[src/rtl/quadrature_encoder.sv]
// Quadrature (A/B) pulse generator: each accepted command emits a signed number
// of edges at a fixed spacing, tracking a wrapping signed position count.
module quadrature_encoder #(
  parameter int COUNTER_WIDTH = 32
) (
  input  logic                            clk,
  input  logic                            rst,
  input  logic                            cmd_valid,
  output logic                            cmd_ready,
  input  logic [COUNTER_WIDTH-1:0]        cmd_steps,
  input  logic [COUNTER_WIDTH-1:0]        cmd_period,
  input  logic                            abort,
  output logic                            busy,
  output logic                            done,
  output logic                            aborted,
  output logic                            out_a,
  output logic                            out_b,
  output logic signed [COUNTER_WIDTH-1:0] position,
  input  logic                            clear_position
);

  localparam logic [COUNTER_WIDTH-1:0] ONE = {{(COUNTER_WIDTH-1){1'b0}}, 1'b1};

  typedef enum logic {S_IDLE, S_RUN} state_t;

  state_t                    r_state;
  logic                      r_dir;        // 1 = reverse
  logic [COUNTER_WIDTH-1:0]  r_remaining;
  logic [COUNTER_WIDTH-1:0]  r_period;
  logic [COUNTER_WIDTH-1:0]  r_timer;
  logic [COUNTER_WIDTH-1:0]  r_position;
  logic                      r_a, r_b, r_done, r_aborted;

  logic                      w_accept;
  logic                      w_edge;
  logic [COUNTER_WIDTH-1:0]  w_mag;
  logic [COUNTER_WIDTH-1:0]  w_period_eff;
  logic [COUNTER_WIDTH-1:0]  w_pos_base;
  logic [COUNTER_WIDTH-1:0]  w_pos_next;

  assign w_accept     = cmd_valid && (r_state == S_IDLE);
  // Magnitude as unsigned, so the most negative step count maps to 2^(W-1).
  assign w_mag        = cmd_steps[COUNTER_WIDTH-1] ? ('0 - cmd_steps) : cmd_steps;
  assign w_period_eff = (cmd_period == '0) ? ONE : cmd_period;
  // Abort wins over an edge falling due in the same cycle.
  assign w_edge       = (r_state == S_RUN) && !abort && (r_timer == ONE);

  always_comb begin
    w_pos_base = clear_position ? '0 : r_position;
    w_pos_next = w_pos_base;
    if (w_edge)
      w_pos_next = r_dir ? (w_pos_base - ONE) : (w_pos_base + ONE);
  end

  always_ff @(posedge clk) begin
    if (rst) begin
      r_state     <= S_IDLE;
      r_dir       <= 1'b0;
      r_remaining <= '0;
      r_period    <= ONE;
      r_timer     <= ONE;
      r_position  <= '0;
      r_a         <= 1'b0;
      r_b         <= 1'b0;
      r_done      <= 1'b0;
      r_aborted   <= 1'b0;
    end else begin
      r_done     <= 1'b0;
      r_aborted  <= 1'b0;
      r_position <= w_pos_next;
      case (r_state)
        S_IDLE: begin
          if (w_accept) begin
            r_dir       <= cmd_steps[COUNTER_WIDTH-1];
            r_remaining <= w_mag;
            r_period    <= w_period_eff;
            r_timer     <= w_period_eff;
            if (w_mag == '0) r_done  <= 1'b1;
            else             r_state <= S_RUN;
          end
        end
        S_RUN: begin
          if (abort) begin
            r_state   <= S_IDLE;
            r_done    <= 1'b1;
            r_aborted <= 1'b1;
          end else if (w_edge) begin
            // Forward 00->10->11->01: A' = ~B, B' = A; reverse is the inverse map.
            if (r_dir) begin
              r_a <= r_b;
              r_b <= ~r_a;
            end else begin
              r_a <= ~r_b;
              r_b <= r_a;
            end
            r_remaining <= r_remaining - ONE;
            r_timer     <= r_period;
            if (r_remaining == ONE) begin
              r_state <= S_IDLE;
              r_done  <= 1'b1;
            end
          end else begin
            r_timer <= r_timer - ONE;
          end
        end
        default: r_state <= S_IDLE;
      endcase
    end
  end

  assign cmd_ready = (r_state == S_IDLE);
  assign busy      = (r_state == S_RUN);
  assign done      = r_done;
  assign aborted   = r_aborted;
  assign out_a     = r_a;
  assign out_b     = r_b;
  assign position  = r_position;

endmodule

[config.mk]
export PLATFORM = sky130hd
export DESIGN_NAME = quadrature_encoder
export DESIGN_NICKNAME = d
export VERILOG_FILES = /design/src/rtl/quadrature_encoder.sv
export SDC_FILE = /design/constraint.sdc
export NUM_CORES = 1
export LEC_CHECK = 0
export BUFFER_PORTS_ARGS = -buffer_cell sky130_fd_sc_hd__buf_2
export CORE_MARGIN = 5
export CORE_UTILIZATION = 23
export CTS_BUF_LIST = sky130_fd_sc_hd__clkbuf_2
export CTS_CLUSTER_DIAMETER = 100
export DETAILED_ROUTE_END_ITERATION = 6
export SLEW_MARGIN = 15
export SYNTH_ARGS = -nofsm -noshare
export SYNTH_HDL_FRONTEND = slang
export SYNTH_SLANG_ARGS = --single-unit
[constraint.sdc]
create_clock -name clk -period 4.2 [get_ports clk]
set_input_delay 0.42 -clock clk [delete_from_list [all_inputs] [get_ports clk]]
set_output_delay 0.42 -clock clk [all_outputs]
set_load 0.01 [all_outputs]
## After elaboration in Yosys (flattened, before gate mapping)

Cells that the tools add are included.

| storage, ports and cells | value |
|---|---|
| flip-flop bits (word level) | 134 |
| latch bits | 0 |
| bits in writable memories | 0 |
| ROM bits | 0 |
| input bits | 69 |
| output and inout port bits | 38 |
| logic and storage cells | 63 |
| memories | 0 |

| operators by class | value |
|---|---|
| add/sub/neg operators | 5 |
| $mul | 0 |
| div/mod/pow operators | 0 |
| magnitude comparators | 0 |
| equality and inequality tests | 5 |
| shift-type cells | 0 |
| mux-type cells | 28 |
| bitwise logic cells | 4 |
| reduce and logical (&&, ||, !) cells | 11 |

Operator list:

| kind | number |
|---|---|
| two-way mux 32 bit | 11 |
| case mux 32 bit (2 select lines) | 2 |
| subtractor 32 x 1 -> 32 bit, second input constant | 3 |
| == test 32 x 1 -> 1 bit, second input constant | 2 |
| logical NOT 32 bit | 2 |
| adder 32 x 1 -> 32 bit, second input constant | 1 |
| subtractor 1 x 32 -> 32 bit, first input constant | 1 |
| two-way mux 1 bit | 13 |
| AND reduction 3 bit | 2 |
| != test 2 x 1 -> 1 bit, second input constant | 2 |
| NOT 1 bit | 4 |
| case mux 1 bit (2 select lines) | 2 |
| AND reduction 2 bit | 2 |
| logical AND 1 bit | 3 |
| != test 2 bit, second input constant | 1 |
| OR reduction 2 bit | 1 |
| logical NOT 1 bit | 1 |

## Depth between registers and ports, before layout

| logic depth | value |
|---|---|
| depth in word-level cells | 6 |
| mapped depth | 12 |
| mapped depth without buffers | 10 |

## Least setup slack after synthesis

No wires, ideal clock.

| timing | value |
|---|---|
| path kind | flip-flop to flip-flop |
| start point | register r_dir |
| end point | register r_position[27], in the netlist position[27] |
| setup time | 62 ps |
| arrival | 3423 ps |
| path slack | 714 ps |
| cell stages (with the launch flop) | 11 |
| buffers on the path | 1 |
| clock period less this slack | 3486 ps |
| cell sequence | dfxtp_1 > ha_1 > clkbuf_1 > a21oi_1 > nand4_1 > a211o_1 > o221ai_1 > and2_1 > o21ai_0 > or4b_2 > nand3_1 |

| on the way | value |
|---|---|
| longest elaborated chain between the ends | 2 |

RTL lines:

| item | RTL line | text |
|---|---|---|
| start, declared | 27 | `logic r_dir;` |
| start signal, assigned | 74 | `r_dir <= cmd_steps[COUNTER_WIDTH-1];` |
| two-way mux 32 bit | 52 | `w_pos_next = r_dir ? (w_pos_base - ONE) : (w_pos_base + ONE);` |
| two-way mux 32 bit | 51 | `if (w_edge)` |
| end signal, assigned | 70 | `r_position <= w_pos_next;` |
| end, declared | 31 | `logic [COUNTER_WIDTH-1:0] r_position;` |

Every way passes these cells.
A chain may end at the register's enable or synchronous reset.

## Worst setup path after layout

| timing | value |
|---|---|
| start point | register r_timer[12] |
| end point | register r_remaining[2] |

| on the way | value |
|---|---|
| longest elaborated chain between the ends | 4 |

RTL lines:

| item | RTL line | text |
|---|---|---|
| start, declared | 30 | `logic [COUNTER_WIDTH-1:0] r_timer;` |
| start signal, assigned | 77 | `r_timer <= w_period_eff;` |
| start signal, assigned | 97 | `r_timer <= r_period;` |
| start signal, assigned | 103 | `r_timer <= r_timer - ONE;` |
| == test 32 x 1 -> 1 bit | 46 | `assign w_edge = (r_state == S_RUN) && !abort && (r_timer == ONE);` |
| logical AND 1 bit | 46 |  |
| != test 2 x 1 -> 1 bit (no source line) | -- |  |
| AND reduction 3 bit (no source line) | -- |  |
| end signal, assigned | 75 | `r_remaining <= w_mag;` |
| end signal, assigned | 96 | `r_remaining <= r_remaining - ONE;` |
| end, declared | 28 | `logic [COUNTER_WIDTH-1:0] r_remaining;` |

Every way passes these cells.

==> impl_metrics.py <==
metrics = {
    "global_route": {
        "grtUsageTotal": 0.126,
        "antenna_found_initial": 3,
        "grt_util_met3": 0.0258,
        "busiest_layer": "met2",
        "grt_pass1_wl_mm": 48.8,
        "grt_use_met2": 0.204,
        "use_met1": 0.171,
        "grt_max_degree": 81,
        "grt_overflow": 0,
        "grt_pass1_vias": 9322,
    },
    "critical_path": {
        "cp.arrival_ns": 4.18,
        "cp_max_fo": 49,
        "cp-end-kind": "register",
        "critical_path_class": "register to register",
        "cp_common_cell": "buf_4",
        "cp-start-kind": "register",
        "slowest_stage": "or3_2",
        "crit_required_ns": 4.82,
        "cp_cell_sequence": "or4_1 > nor3_2 > nand3_1 > buf_4 > or3_2 > nand2_1 > buf_4 > o21ai_0 > a22oi_1 > nor2_1",
        "slowest_delay_ns": 0.73,
    },
    "finish": {
        "stdcell_count": 1953,
        "fin_nets": 1511,
        "final_common_cell": "nand2_1",
        "drive_above_1_share": 0.138,
        "fillers": 4519,
        "area_growth_pct": 16.5,
        "final_cell_mix": "nand2_1, dfxtp_1, a21oi_1",
    },
    "place": {
        "portBuffers": 106,
        "dp_hpwl_mm": 21.3,
        "routabilityCongestion": 0.853,
        "dp_cells": 1883,
        "post-place-ws_ns": 0.548,
    },
    "clock_network": {
        "cts_buffers": 17,
        "h-tree-depth": 4,
        "cts_resized": 0,
        "clkSinkCount": 134,
        "cts_tree": "built",
        "clkTransAtPathRegs_ns": 0.26,
        "cts_setup_buffers": 0,
        "cts_root_buf": "clkbuf_2",
        "hold_buffers": 35,
        "clk_path_buf_depth": 2,
        "clk_latency_ns": 0.77,
    },
    "yosys": {
        "ys_ff_latch": 134,
        "synthesis.area_mm2": 0.00960,
        "ys_warn_count": 0,
        "synthFlopType": "dfxtp_1",
        "synth.avg_cell_area_um2": 7.31,
        "synth_seq_area_share": 0.279,
        "synth_top_area_cell": "dfxtp_1",
        "yosys-top-cells-area": "dfxtp_1, nand2_1, a21oi_1",
        "syn_nets": 1419,
        "yosysTopAreaCellShare": 0.279,
        "netlist_instances": 1313,
        "synth_edf_count": 0,
        "async_flop_share": 0,
        "synth_cell_types": 78,
    },
    "timing": {
        "fin_crit_sh": 0.848,
        "relSlewSlack": 0.249,
        "tightest_slew_ns": 1.12,
        "fmax_mhz": 281,
        "setup_violations": 0,
        "period_minus_slack_ns": 3.56,
        "clock_skew_ns": 0.0601,
        "hold_viol_final": 0,
        "setup_slack_ns": 0.638,
        "setup_tns_ns": 0,
        "whs_ns": 0.108,
        "rsz0062_at_grt": "false",
        "final_max_slew_viol_count": 0,
    },
    "route": {
        "vias": 10100,
        "wl_mm": 30.4,
        "vias_per_cell": 5.17,
        "post-route-drc-count": 0,
        "drt_iter0_drc": 918,
        "first_pass_iters": 5,
        "post_drt_wl_per_cell_um": 15.6,
        "drtAntennaViolNets": 0,
    },
    "floorplanning": {
        "dieHeight_um": 214,
        "ios": 107,
        "die_area_mm2": 0.0459,
        "core-area_mm2": 0.0411,
        "fp-row-count": 74,
        "dieWidth_um": 214,
        "start_util": 0.234,
    },
    "status": {
        "status": "finished clean",
    },
    "power": {
        "powerDensity_mw_per_mm2": 262,
        "p_total_w": 0.00293,
        "power_leakage_nw": 4.26,
        "ir_drop_mv": 0.109,
    },
    "run": {
        "cap_violations": 0,
    },
    "worst_hold_path": {
        "hp-class": "primary input to register",
    },
}
layer usage:
metal	up-vias	part of all wire
met5	-	0
met4	0	0.015
met3	31	0.052
met2	255	0.46
met1	4806	0.48
li1	5006	-
where the power goes:
group | internal (W) | switching [W] | total [W]
sequential | 0.00135 | 0.0000777 | 0.00143
clock | 0.000167 | 0.000576 | 0.000743
combinational | 0.000295 | 0.000463 | 0.000758
total | 0.00182 | 0.00112 | 0.00293
worst max-delay path, delay by kind of cell (launching register included):
| family | cells | cell delay, ns |
|---|---|---|
| AND/OR/NAND/NOR | 6 | 1.95 |
| AO/OA/AOI/OAI | 2 | 0.38 |
| flip-flops | 1 | 0.42 |
| buffers and inverters | 2 | 0.64 |
worst paths after layout:
| kind | from | to | slack, ns | cells after the start |
|---|---|---|---|---|
| min | cmd_steps[9] | r_remaining[9] | 0.11 | 4 |
| max | r_timer[12] | r_remaining[2] | 0.64 | 10 |
| max reg2reg | r_timer[12] | r_remaining[2] | 0.64 | 10 |
| min reg2reg | r_period[7] | r_period[7] | 0.47 | 2 |
cells by family (layout without fill, tap and decap cells):
group | count (synthesis) | count (layout) | synth area share
buffers and inverters | 115 | 220 | 0.0480
other | 0 | 3 | 0
xor gates and xnor gates | 70 | 70 | 0.0639
muxes | 10 | 10 | 0.0111
DFF | 134 | 134 | 0.279
AOI/OAI and AO/OA | 386 | 386 | 0.257
and+or+nand+nor | 561 | 561 | 0.292
adders and majority gates | 37 | 37 | 0.0490
sequential cells by signal, summed over array words and instances, names as in the netlist:
name / count
r_timer: 32
r_period: 32
r_dir: 1
r_remaining: 32
done: 1
out_a: 1
out_b: 1
position: 32
aborted: 1
busy: 1
metrics by stage:
step / cell area (µm²) / utilization
global route: 11200 / 0.272
detailed placement: 10600 / 0.259
CTS: 11200 / 0.272
floorplan: 9600 / -
finish: 11200 / 0.272
global placement: 10600 / 0.259
final cells by class:
type	count	area, µm²	area share
Sequential cell	134	2680	0.240
Inverter	22	82.6	0.00738
Tap cell	532	666	0.0595
Clock buffer	19	95.1	0.00850
Clock inverter	13	97.6	0.00872
Multi-Input combinational cell	1064	6480	0.580
Timing Repair Buffer	166	1070	0.0957
Antenna cell	3	7.51	0.000671
cell usage after synthesis (all sizes together) (5+ instances only):
library cell    n
and3            8
nand2b         11
xor2           24
nand2         199
o31ai          12
a21oi         109
nor2           98
buf            17
nor4b           6
o211ai         15
nand4b          5
o22ai          24
nand3          37
inv            21
xnor2          46
or4            20
mux2            5
nor3           48
o21ai          93
nor2b          36
or2             6
a21boi          5
a21o           12
a211oi         43
or3            19
a311o           5
nand4          14
o32ai           6
nand3b          5
mux2i           5
a22oi          12
clkbuf         76
nor4           32
dfxtp         134
ha             36
No activity file was read; power rests on OpenSTA's default activity.
